===== src/rtl/io_poll_ctrl.sv =====
// Bridge-port sequencer: shares the single bridge port between CPU accesses and a
// periodic poll engine that copies the switch device into the LED device.
module io_poll_ctrl #(
  parameter int unsigned POLL_DIV = 50000,
  parameter logic [31:0] SW_ADDR  = 32'h0000_7F2C,
  parameter logic [31:0] LED_ADDR = 32'h0000_7F34,
  localparam int unsigned DW  = 32,
  localparam int unsigned BEW = 4,
  localparam int unsigned CW  = 16
) (
  input  logic           clk,
  input  logic           reset,
  input  logic           poll_en,
  input  logic           cpu_req,
  input  logic [DW-1:0]  cpu_addr,
  input  logic [DW-1:0]  cpu_wd,
  input  logic           cpu_we,
  input  logic [BEW-1:0] cpu_be,
  output logic [DW-1:0]  cpu_rd,
  output logic           cpu_ack,
  output logic [DW-1:0]  PrAddr,
  output logic [DW-1:0]  PrWD,
  output logic           PrWe,
  output logic [BEW-1:0] PrBE,
  input  logic [DW-1:0]  PrRD,
  output logic [DW-1:0]  sw_data,
  output logic [CW-1:0]  poll_cnt,
  output logic           poll_ovr
);

  localparam int unsigned DIV_W = (POLL_DIV > 2) ? $clog2(POLL_DIV) : 1;
  localparam logic [DIV_W-1:0] DIV_LAST = DIV_W'(POLL_DIV - 1);

  localparam logic [1:0] S_IDLE    = 2'd0;
  localparam logic [1:0] S_CPU_ACC = 2'd1;
  localparam logic [1:0] S_POLL_RD = 2'd2;
  localparam logic [1:0] S_POLL_WR = 2'd3;

  localparam logic GNT_POLL = 1'b0;
  localparam logic GNT_CPU  = 1'b1;

  logic [1:0]       state_q, state_d;
  logic [DIV_W-1:0] div_q, div_d;
  logic             pending_q, pending_d;
  logic             last_grant_q, last_grant_d;
  logic             ovr_q, ovr_d;
  logic [DW-1:0]    addr_q, addr_d;
  logic [DW-1:0]    wd_q, wd_d;
  logic             we_q, we_d;
  logic [BEW-1:0]   be_q, be_d;
  logic [DW-1:0]    rd_q, rd_d;
  logic             ack_q, ack_d;
  logic [DW-1:0]    sw_q, sw_d;
  logic [CW-1:0]    poll_cnt_q, poll_cnt_d;

  logic tick, cpu_valid, poll_valid, grant_cpu, grant_poll;

  // A request is ignored during its own ack cycle so it is never served twice.
  assign tick       = poll_en && (div_q == DIV_LAST);
  assign cpu_valid  = cpu_req && !ack_q;
  assign poll_valid = pending_q && poll_en;

  always_comb begin
    state_d      = state_q;
    div_d        = '0;
    pending_d    = pending_q;
    last_grant_d = last_grant_q;
    ovr_d        = ovr_q;
    addr_d       = addr_q;
    wd_d         = wd_q;
    we_d         = we_q;
    be_d         = be_q;
    rd_d         = rd_q;
    ack_d        = 1'b0;
    sw_d         = sw_q;
    poll_cnt_d   = poll_cnt_q;
    grant_cpu    = 1'b0;
    grant_poll   = 1'b0;

    case (state_q)
      S_IDLE: begin
        we_d = 1'b0;
        be_d = '0;
        // Round-robin arbitration is only consulted when both sources compete.
        if (cpu_valid && poll_valid) begin
          grant_cpu    = (last_grant_q == GNT_POLL);
          grant_poll   = (last_grant_q == GNT_CPU);
          last_grant_d = ~last_grant_q;
        end else begin
          grant_cpu  = cpu_valid;
          grant_poll = poll_valid;
        end
        if (grant_cpu) begin
          state_d = S_CPU_ACC;
          addr_d  = cpu_addr;
          wd_d    = cpu_wd;
          we_d    = cpu_we;
          be_d    = cpu_be;
        end else if (grant_poll) begin
          state_d = S_POLL_RD;
          addr_d  = SW_ADDR;
          we_d    = 1'b0;
          be_d    = '1;
        end
      end
      S_CPU_ACC: begin
        rd_d    = PrRD;
        ack_d   = 1'b1;
        we_d    = 1'b0;
        be_d    = '0;
        state_d = S_IDLE;
      end
      S_POLL_RD: begin
        sw_d    = PrRD;
        addr_d  = LED_ADDR;
        wd_d    = PrRD;
        we_d    = 1'b1;
        be_d    = '1;
        state_d = S_POLL_WR;
      end
      S_POLL_WR: begin
        poll_cnt_d = poll_cnt_q + CW'(1);
        we_d       = 1'b0;
        be_d       = '0;
        state_d    = S_IDLE;
      end
      default: state_d = S_IDLE;
    endcase

    if (poll_en) begin
      div_d = (div_q == DIV_LAST) ? '0 : div_q + DIV_W'(1);
    end

    // A tick that coincides with the poll start re-arms pending without overflow.
    if (!poll_en) begin
      pending_d = 1'b0;
    end else if (tick) begin
      pending_d = 1'b1;
      if (pending_q && !grant_poll) begin
        ovr_d = 1'b1;
      end
    end else if (grant_poll) begin
      pending_d = 1'b0;
    end
  end

  always_ff @(posedge clk or posedge reset) begin
    if (reset) begin
      state_q      <= S_IDLE;
      div_q        <= '0;
      pending_q    <= 1'b0;
      last_grant_q <= GNT_POLL;
      ovr_q        <= 1'b0;
      addr_q       <= '0;
      wd_q         <= '0;
      we_q         <= 1'b0;
      be_q         <= '0;
      rd_q         <= '0;
      ack_q        <= 1'b0;
      sw_q         <= '0;
      poll_cnt_q   <= '0;
    end else begin
      state_q      <= state_d;
      div_q        <= div_d;
      pending_q    <= pending_d;
      last_grant_q <= last_grant_d;
      ovr_q        <= ovr_d;
      addr_q       <= addr_d;
      wd_q         <= wd_d;
      we_q         <= we_d;
      be_q         <= be_d;
      rd_q         <= rd_d;
      ack_q        <= ack_d;
      sw_q         <= sw_d;
      poll_cnt_q   <= poll_cnt_d;
    end
  end

  assign cpu_rd   = rd_q;
  assign cpu_ack  = ack_q;
  assign PrAddr   = addr_q;
  assign PrWD     = wd_q;
  assign PrWe     = we_q;
  assign PrBE     = be_q;
  assign sw_data  = sw_q;
  assign poll_cnt = poll_cnt_q;
  assign poll_ovr = ovr_q;

endmodule


===== config.mk =====
export PLATFORM = sky130hd
export DESIGN_NAME = io_poll_ctrl
export DESIGN_NICKNAME = d
export VERILOG_FILES = /design/src/rtl/io_poll_ctrl.sv
export SDC_FILE = /design/constraint.sdc
export NUM_CORES = 1
export LEC_CHECK = 0
export ABC_AREA = 1
export BUFFER_PORTS_ARGS = -buffer_cell sky130_fd_sc_hd__buf_4
export CORE_MARGIN = 2
export CORE_UTILIZATION = 40
export DETAILED_ROUTE_END_ITERATION = 10
export GPL_TIMING_DRIVEN = 0
export PLACE_DENSITY = 0.71
export SLEW_MARGIN = 20
export SYNTH_ARGS = -nofsm -noshare
export SYNTH_HDL_FRONTEND = slang
export SYNTH_SLANG_ARGS = --single-unit

===== constraint.sdc =====
create_clock -name clk -period 4.9 [get_ports clk]
set_input_delay 0.49 -clock clk [delete_from_list [all_inputs] [get_ports clk]]
set_output_delay 0.49 -clock clk [all_outputs]
set_load 0.05 [all_outputs]

Word level (Yosys, flattened, before mapping). Index checks and enable logic that the tools add are counted.

Word-level logic and storage cells: 61. Bits in registers: 171. Input bits: 105. ROM bits: 0. Memories: 0. Latch bits: 0. Output and inout bits: 151. Memory bits (writable): 0.

Add/sub/neg operators: 2. Reductions and logical operators: 14. Shift operators: 0. Magnitude comparators: 0. Divide/modulo/power cells: 0. $mul: 0. Equal/unequal tests: 7. Bitwise operators: 1. Multiplexer cells: 24.

Operators by type and width (number): $pmux 32 s2 (2); $mux 32 (3); $add 16x1->16 const B (2); $mux 16 (2); $eq 16x16->1 const B (1); $pmux 4 s3 (1); $mux 1 (10); $mux 4 (2); $pmux 2 s3 (1); $reduce_and 2->1 (3); $logic_and 1x1->1 (5); $eq 2x2->1 const B (2); $mux 2 (2); $ne 3x1->1 const B (1); $ne 3x3->1 const B (1); $pmux 1 s3 (1); $reduce_and 3->1 (1); $eq 2x1->1 const B (1); $logic_not 1->1 (2); $logic_not 2->1 (1); $ne 2x2->1 const B (1); $reduce_bool 2->1 (1); $reduce_or 2->1 (1); $not 1->1 (1).

Longest topological paths before layout. Gate-level depths: netlist of run 1.

Word-level depth: 9. Mapped depth: 10. Gate-level depth less buffers: 9.

Worst setup path after synthesis of run 1. OpenSTA, ideal clock, no wires.

Path kind: flip-flop to flip-flop. Start: reg poll_cnt_q[1], in the netlist poll_cnt[1]. End: reg poll_cnt_q[12], in the netlist poll_cnt[12]. Slack: 3181 ps. Arrival time: 1596 ps. Setup time: 123 ps. Cell stages (with the launch flop): 8. Buffers on the path: 0. Data required time: 4777 ps. Cell sequence: dfrtp_1 > ha_1 > nand2_1 > nor2_1 > nand2_1 > nor2_1 > nand2_1 > xor2_1.

Word-level cells in the longest chain between the ends: 1.

Ends and longest elaborated chain: start, declared (line 54) `logic [CW-1:0] poll_cnt_q, poll_cnt_d;`; start signal, assigned (line 175) `poll_cnt_q <= poll_cnt_d;`; $add 16x1->16 (line 122) `poll_cnt_d = poll_cnt_q + CW'(1);`.

Every way passes these cells. A chain may end at the register's enable or synchronous reset.

Worst setup path in the final report of run 1.
Start: reg state_q[0]. End: reg rd_q[16], in the netlist cpu_rd[16].

Word-level cells in the longest chain between the ends: 1.

Ends and longest elaborated chain: start, declared (line 42) `logic [1:0] state_q, state_d;`; start signal, assigned (line 163) `state_q <= state_d;`; $eq 2x1->1 (line 80) `case (state_q)`; end signal, assigned (line 172) `rd_q <= rd_d;`; end, declared (line 51) `logic [DW-1:0] rd_q, rd_d;`.

Every way passes these cells.

==> metrics, run 1 <==
delay of the slowest cell on the worst path 0.59 ns; max-cap violation count 0; # hold bufs at CTS 0; worst vdd ir 0.3474 mV; final core occ 0.5805; Worst EP required 5.27 ns; Final min period 1.809 ns; Final period util 0.3691; Critical Path, Cell by Cell inv_2, nor2_2, clkbuf_1, nand2_1, nand2_1; Max Slew Vio Count 0; total power 5.511 mW; post-synthesis cell count 854; Clk Latency, worst-skew pair 0.43 ns; Slew Limit Headroom 0.5261; Lkg Pwr 5.452 nW; final instance area 10110 um^2; min-delay worst type input pin to asynchronous set/reset pin; # IOs 256; Mean Syn Cell Area 8.408 um^2; EDFF count, synth 0; Core Area 17420 um^2; post-route ant nets 0; row cnt 48; placed insts 1340; most numerous cell in the Yosys netlist nand2_1; die footprint 19040 um^2; register area share after synthesis 0.5959; count of cell types in the netlist 24; Fmax 552.9 MHz; I/O Buffers 255; crit-path most repeated cell nand2_1; ys flop type dfrtp_1; Post-synth top cells nand2_1, dfrtp_1, nand3_1, nor2_1, inv_1; layout cell share with drive strength beyond 1 0.2799; placed inst area 9500 um^2; grt ovf 0; total global-route track usage 0.2389; Antenna diodes 0; vias per cell 4.867; Post-CTS Resized 0; Post-Syn Area 7181 um^2; Worst Setup End Kind flop; pwr dens 545.1 nW/um^2; area leader, netlist dfrtp_1; M1 WL 9.054 mm; Worst Setup SP state_q[0]$_DFFE_PP0P_; unrepaired setup endpoints after global routing no; H-tree depth 4; Placement Setup Slack 3.049 ns; DRC errors left 0; CP max-delay cell clkbuf_1; startpoint types flop; top cells by area, synth dfrtp_1, nand2_1, nand3_1; via count 6677; Fin Setup TNS 0 ns; critical path class flop to flop; uppermost layer routed met4; met2 WL 10.88 mm; FILL cells 1617; post-synth top area share 0.5959; drt first-iter violations 363; Final setup viols 0; DR pass1 iterations 4; Met3 Wirelength 2.174 mm; initial antenna violation count 0; R2R Path Start state_q[0]$_DFFE_PP0P_; CTS tree built; final setup margin 3.091 ns; Die Wd 138.0 um; Synth Net Count 961; WP data arrival 2.17 ns; Seq cells post-synth 171; nets 1241; crit-path max FO 10; Hold Slack 0.06548 ns; final wirelength 22.51 mm; vias in the first global route 6509; Post-CTS Setup Repair Bufs 0; clock buffer count from CTS 17; largest net degree at the start of global routing 34; root buffer cell clkbuf_16; first-pass GRT wire length 34.26 mm; Die Ht 138.0 um; Ys Warns 0; Placer Congestion 0.8659; clock sink count 171; final hold viol count 0; FFs w/ async S/R, synth 1.000; outcome finished, final reports clean; clk_skew 0.01175 ns; dpl hpwl 17.04 mm; Initial Utilization 0.4123; Worst Tran Pin Value 0.7108 ns; clk buf depth 2; DR WL/cell 16.40 um; Reg clk slew, reported paths 0.07 ns; Non-Filler Instances 1372; Layout area overhead 40.81%
-- cell families (layout without fill, tap and decap cells) --
group,after synthesis,count (layout),synth area share
AND/OR/NAND/NOR,566,566,0.3222
XOR/XNOR,15,15,0.01830
buffers and inverters,82,375,0.04618
adder cells (fa/ha/maj),2,2,0.003484
AO/OA/AOI/OAI,18,18,0.01394
flip-flops,171,171,0.5959
-- per-layer routing --
| metal | vias up | track usage |
|---|---|---|
| met5 | - | 0 |
| met4 | 0 | 0.07653 |
| met3 | 24 | 0.08991 |
| met2 | 250 | 0.3971 |
| met1 | 3159 | 0.2873 |
| li1 | 3244 | - |
-- critical path: cells and delay by family (launching register included) --
family	cells	cell delay (ns)
buffers and inverters	2	0.71
flip-flops	1	0.41
AND/OR/NAND/NOR	3	0.63
-- layout by cell type (no fill, tap or decap) --
master,n
nor2_1,82
nand4_1,25
o21a_1,1
nand2_2,4
buf_12,6
nor3_1,4
clkinv_1,1
clkinvlp_4,2
buf_2,16
inv_1,41
clkbuf_1,16
a21oi_1,9
o211ai_1,1
xnor2_1,4
nand2_1,366
inv_6,4
clkbuf_8,4
nor3b_1,1
bufinv_16,2
o21ai_0,5
ha_1,2
buf_4,256
nor2_2,2
xor2_1,11
o21bai_1,2
inv_2,4
dfrtp_1,171
clkinv_2,2
nand3_1,82
buf_1,2
clkinv_4,2
clkbuf_16,17
-- where the power goes --
part / leakage (nW) / switching, mW / internal, mW
Sequential: 2.08 / 0.185 / 1.72
Clock: 0.301 / 0.579 / 0.813
Combinational: 3.07 / 1.60 / 0.617
Total: 5.45 / 2.36 / 3.15
-- registers in the layout, summed over array words and instances, names as in the netlist --
register / flops
PrAddr: 32
PrBE: 4
PrWD: 32
PrWe: 1
cpu_ack: 1
cpu_rd: 32
div_q: 16
last_grant_q: 1
pending_q: 1
poll_cnt: 16
poll_ovr: 1
state_q: 2
sw_data: 32
-- area by class of cell --
cell class | count | area, um^2 | share of cell area
clock inverters | 11 | 130.1 | 0.01287
multi-input cells | 601 | 2570 | 0.2542
well taps | 225 | 281.5 | 0.02784
repair buffers | 261 | 2034 | 0.2012
flip-flops and latches | 171 | 4279 | 0.4232
plain buffers | 35 | 155.1 | 0.01534
inverters | 47 | 180.2 | 0.01782
clock buffers | 21 | 480.5 | 0.04752
-- final timing paths --
path                                     endpoint  slack, ns  cells past startpoint
setup reg to reg           cpu_rd[16]$_DFFE_PP0P_       3.09                      5
max in group asynchronous     PrWD[5]$_DFFE_PP0P_       3.94                      5
setup / recovery           cpu_rd[16]$_DFFE_PP0P_       3.09                      5
hold / removal                div_q[13]$_DFF_PP0_       0.07                      2
hold reg to reg            cpu_rd[28]$_DFFE_PP0P_       0.47                      2
min in group clk           cpu_rd[23]$_DFFE_PP0P_       0.27                      3
Power figures use the tool's default switching activity.
==> run 2: changes to the inputs <==
Settings changed: PLACE_DENSITY 0.71 to 0.69.
Clock period 4.9 ns to 1.9 ns, I/O delays scaled along.
==> metrics, run 2 (synthesized netlist as in run 1, its figures left out) <==
startpoint types flop; CTS tree built; final wirelength 23.14 mm; Final period util 0.9064; grt ovf 0; clock sink count 171; M1 WL 9.326 mm; Worst Setup End Kind flop; Final setup viols 0; final instance area 10670 um^2; Post-CTS Setup Repair Bufs 0; nets 1296; # IOs 256; Max Slew Vio Count 0; max-cap violation count 0; total global-route track usage 0.2486; crit-path max FO 10; placed inst area 9515 um^2; largest net degree at the start of global routing 35; dpl hpwl 17.29 mm; critical path class flop to flop; clk_skew 0.01653 ns; final hold viol count 0; initial antenna violation count 0; die footprint 19040 um^2; root buffer cell clkbuf_16; Fmax 580.6 MHz; Core Area 17420 um^2; Worst Tran Pin Value 0.6649 ns; Placer Congestion 0.8623; Initial Utilization 0.4123; Slew Limit Headroom 0.5567; Antenna diodes 0; most frequent cells in the layout nand2_1, buf_4, dfrtp_1, nand3_1, nor2_1; met2 WL 11.14 mm; vias in the first global route 6754; DR WL/cell 16.22 um; clk buf depth 2; Die Ht 138.0 um; clock buffer count from CTS 17; Lkg Pwr 5.670 nW; Met3 Wirelength 2.223 mm; Worst EP required 2.26 ns; Layout area overhead 48.55%; DR pass1 iterations 5; WP data arrival 2.08 ns; Clk Latency, worst-skew pair 0.43 ns; via count 6846; min-delay worst type input pin to flop; R2R Path Start cpu_ack$_DFF_PP0_; drt first-iter violations 475; Final min period 1.722 ns; first-pass GRT wire length 35.53 mm; flop2flop setup slack 0.18 ns; most common cell after layout, fill and taps aside nand2_1; Reg clk slew, reported paths 0.07 ns; uppermost layer routed met4; outcome finished, final reports clean; unrepaired setup endpoints after global routing no; worst vdd ir 0.8233 mV; min-delay src cpu_addr[14]; post-route ant nets 0; H-tree depth 4; total power 14.28 mW; row cnt 48; Post-CTS Resized 0; Die Wd 138.0 um; vias per cell 4.797; DRC errors left 0; I/O Buffers 255; Worst Setup SP cpu_ack$_DFF_PP0_; layout cell share with drive strength beyond 1 0.2654; pwr dens 1339 nW/um^2
## run 2: changes by cell type in the layout (fill, tap and decap cells not counted)
cell | previous run | this run
dlygate4sd3_1 | 0 | 55
inv_6 | 4 | 0
clkinvlp_4 | 2 | 5
buf_12 | 6 | 4
buf_16 | 0 | 2
clkbuf_1 | 16 | 18
clkinv_2 | 2 | 1
## run 2: worst paths after layout
kind / end / depth (start not counted)
max reg2reg: PrWD[20]$_DFFE_PP0P_ / 8
max in group asynchronous: cpu_rd[19]$_DFFE_PP0P_ / 6
min reg2reg: PrAddr[1]$_DFFE_PP0P_ / 2
max: PrWD[20]$_DFFE_PP0P_ / 8
min in group asynchronous: div_q[3]$_DFF_PP0_ / 3
min: PrAddr[14]$_DFFE_PP0P_ / 3
## run 2: critical path: stages, from the launching register on
cell and delay [ns]:
dfrtp_1 0.38, inv_1 0.05, nand2_1 0.07, inv_1 0.08, nand2_1 0.08, inv_2 0.17, clkbuf_1 0.47, nand4_1 0.21
nand3_1 0.13
## run 2: where the power goes
group / total (mW) / switching, mW / internal, mW
sequential: 4.94 / 0.493 / 4.44
clock: 3.54 / 1.46 / 2.08
combinational: 5.80 / 4.14 / 1.67
total: 14.3 / 6.09 / 8.19
## run 2: layout make-up
cell class | count | area (um^2)
inverter | 47 | 180.2
fill | 1533 | 6750
clock buffer | 23 | 488.0
clock inverter | 9 | 112.6
tap | 225 | 281.5
multi-input combinational | 601 | 2570
sequential | 171 | 4279
buffer | 35 | 155.1
timing repair buffer | 316 | 2600
## run 2: timing repair
action                     4_1_cts  5_1_grt
hold endpoints to repair        87        0
hold buffers                    55        0
setup endpoints to repair        0        0
## run 2: per-stage QoR
stage	hold WS, ns	util	TNS, ns	setup WS [ns]	instances
3_5_place_dp	0.2017	0.5463	0	0.2392	1340
4_1_cts	0.0009482	0.6124	0	0.2080	1427
5_1_grt	0.007637	0.6124	0	0.02233	1427
3_3_place_gp	0.4035	0.5386	-280.55	-1.650	1334
2_1_floorplan	0.3067	-	-80.83	-0.4727	854
6_report	0.007077	0.6124	0	0.1778	1427
## run 2: metal layers
layer | track usage | vias up
li1 | - | 3343
met1 | 0.3064 | 3215
met2 | 0.4084 | 264
met3 | 0.08845 | 24
met4 | 0.08050 | 0
met5 | 0 | -
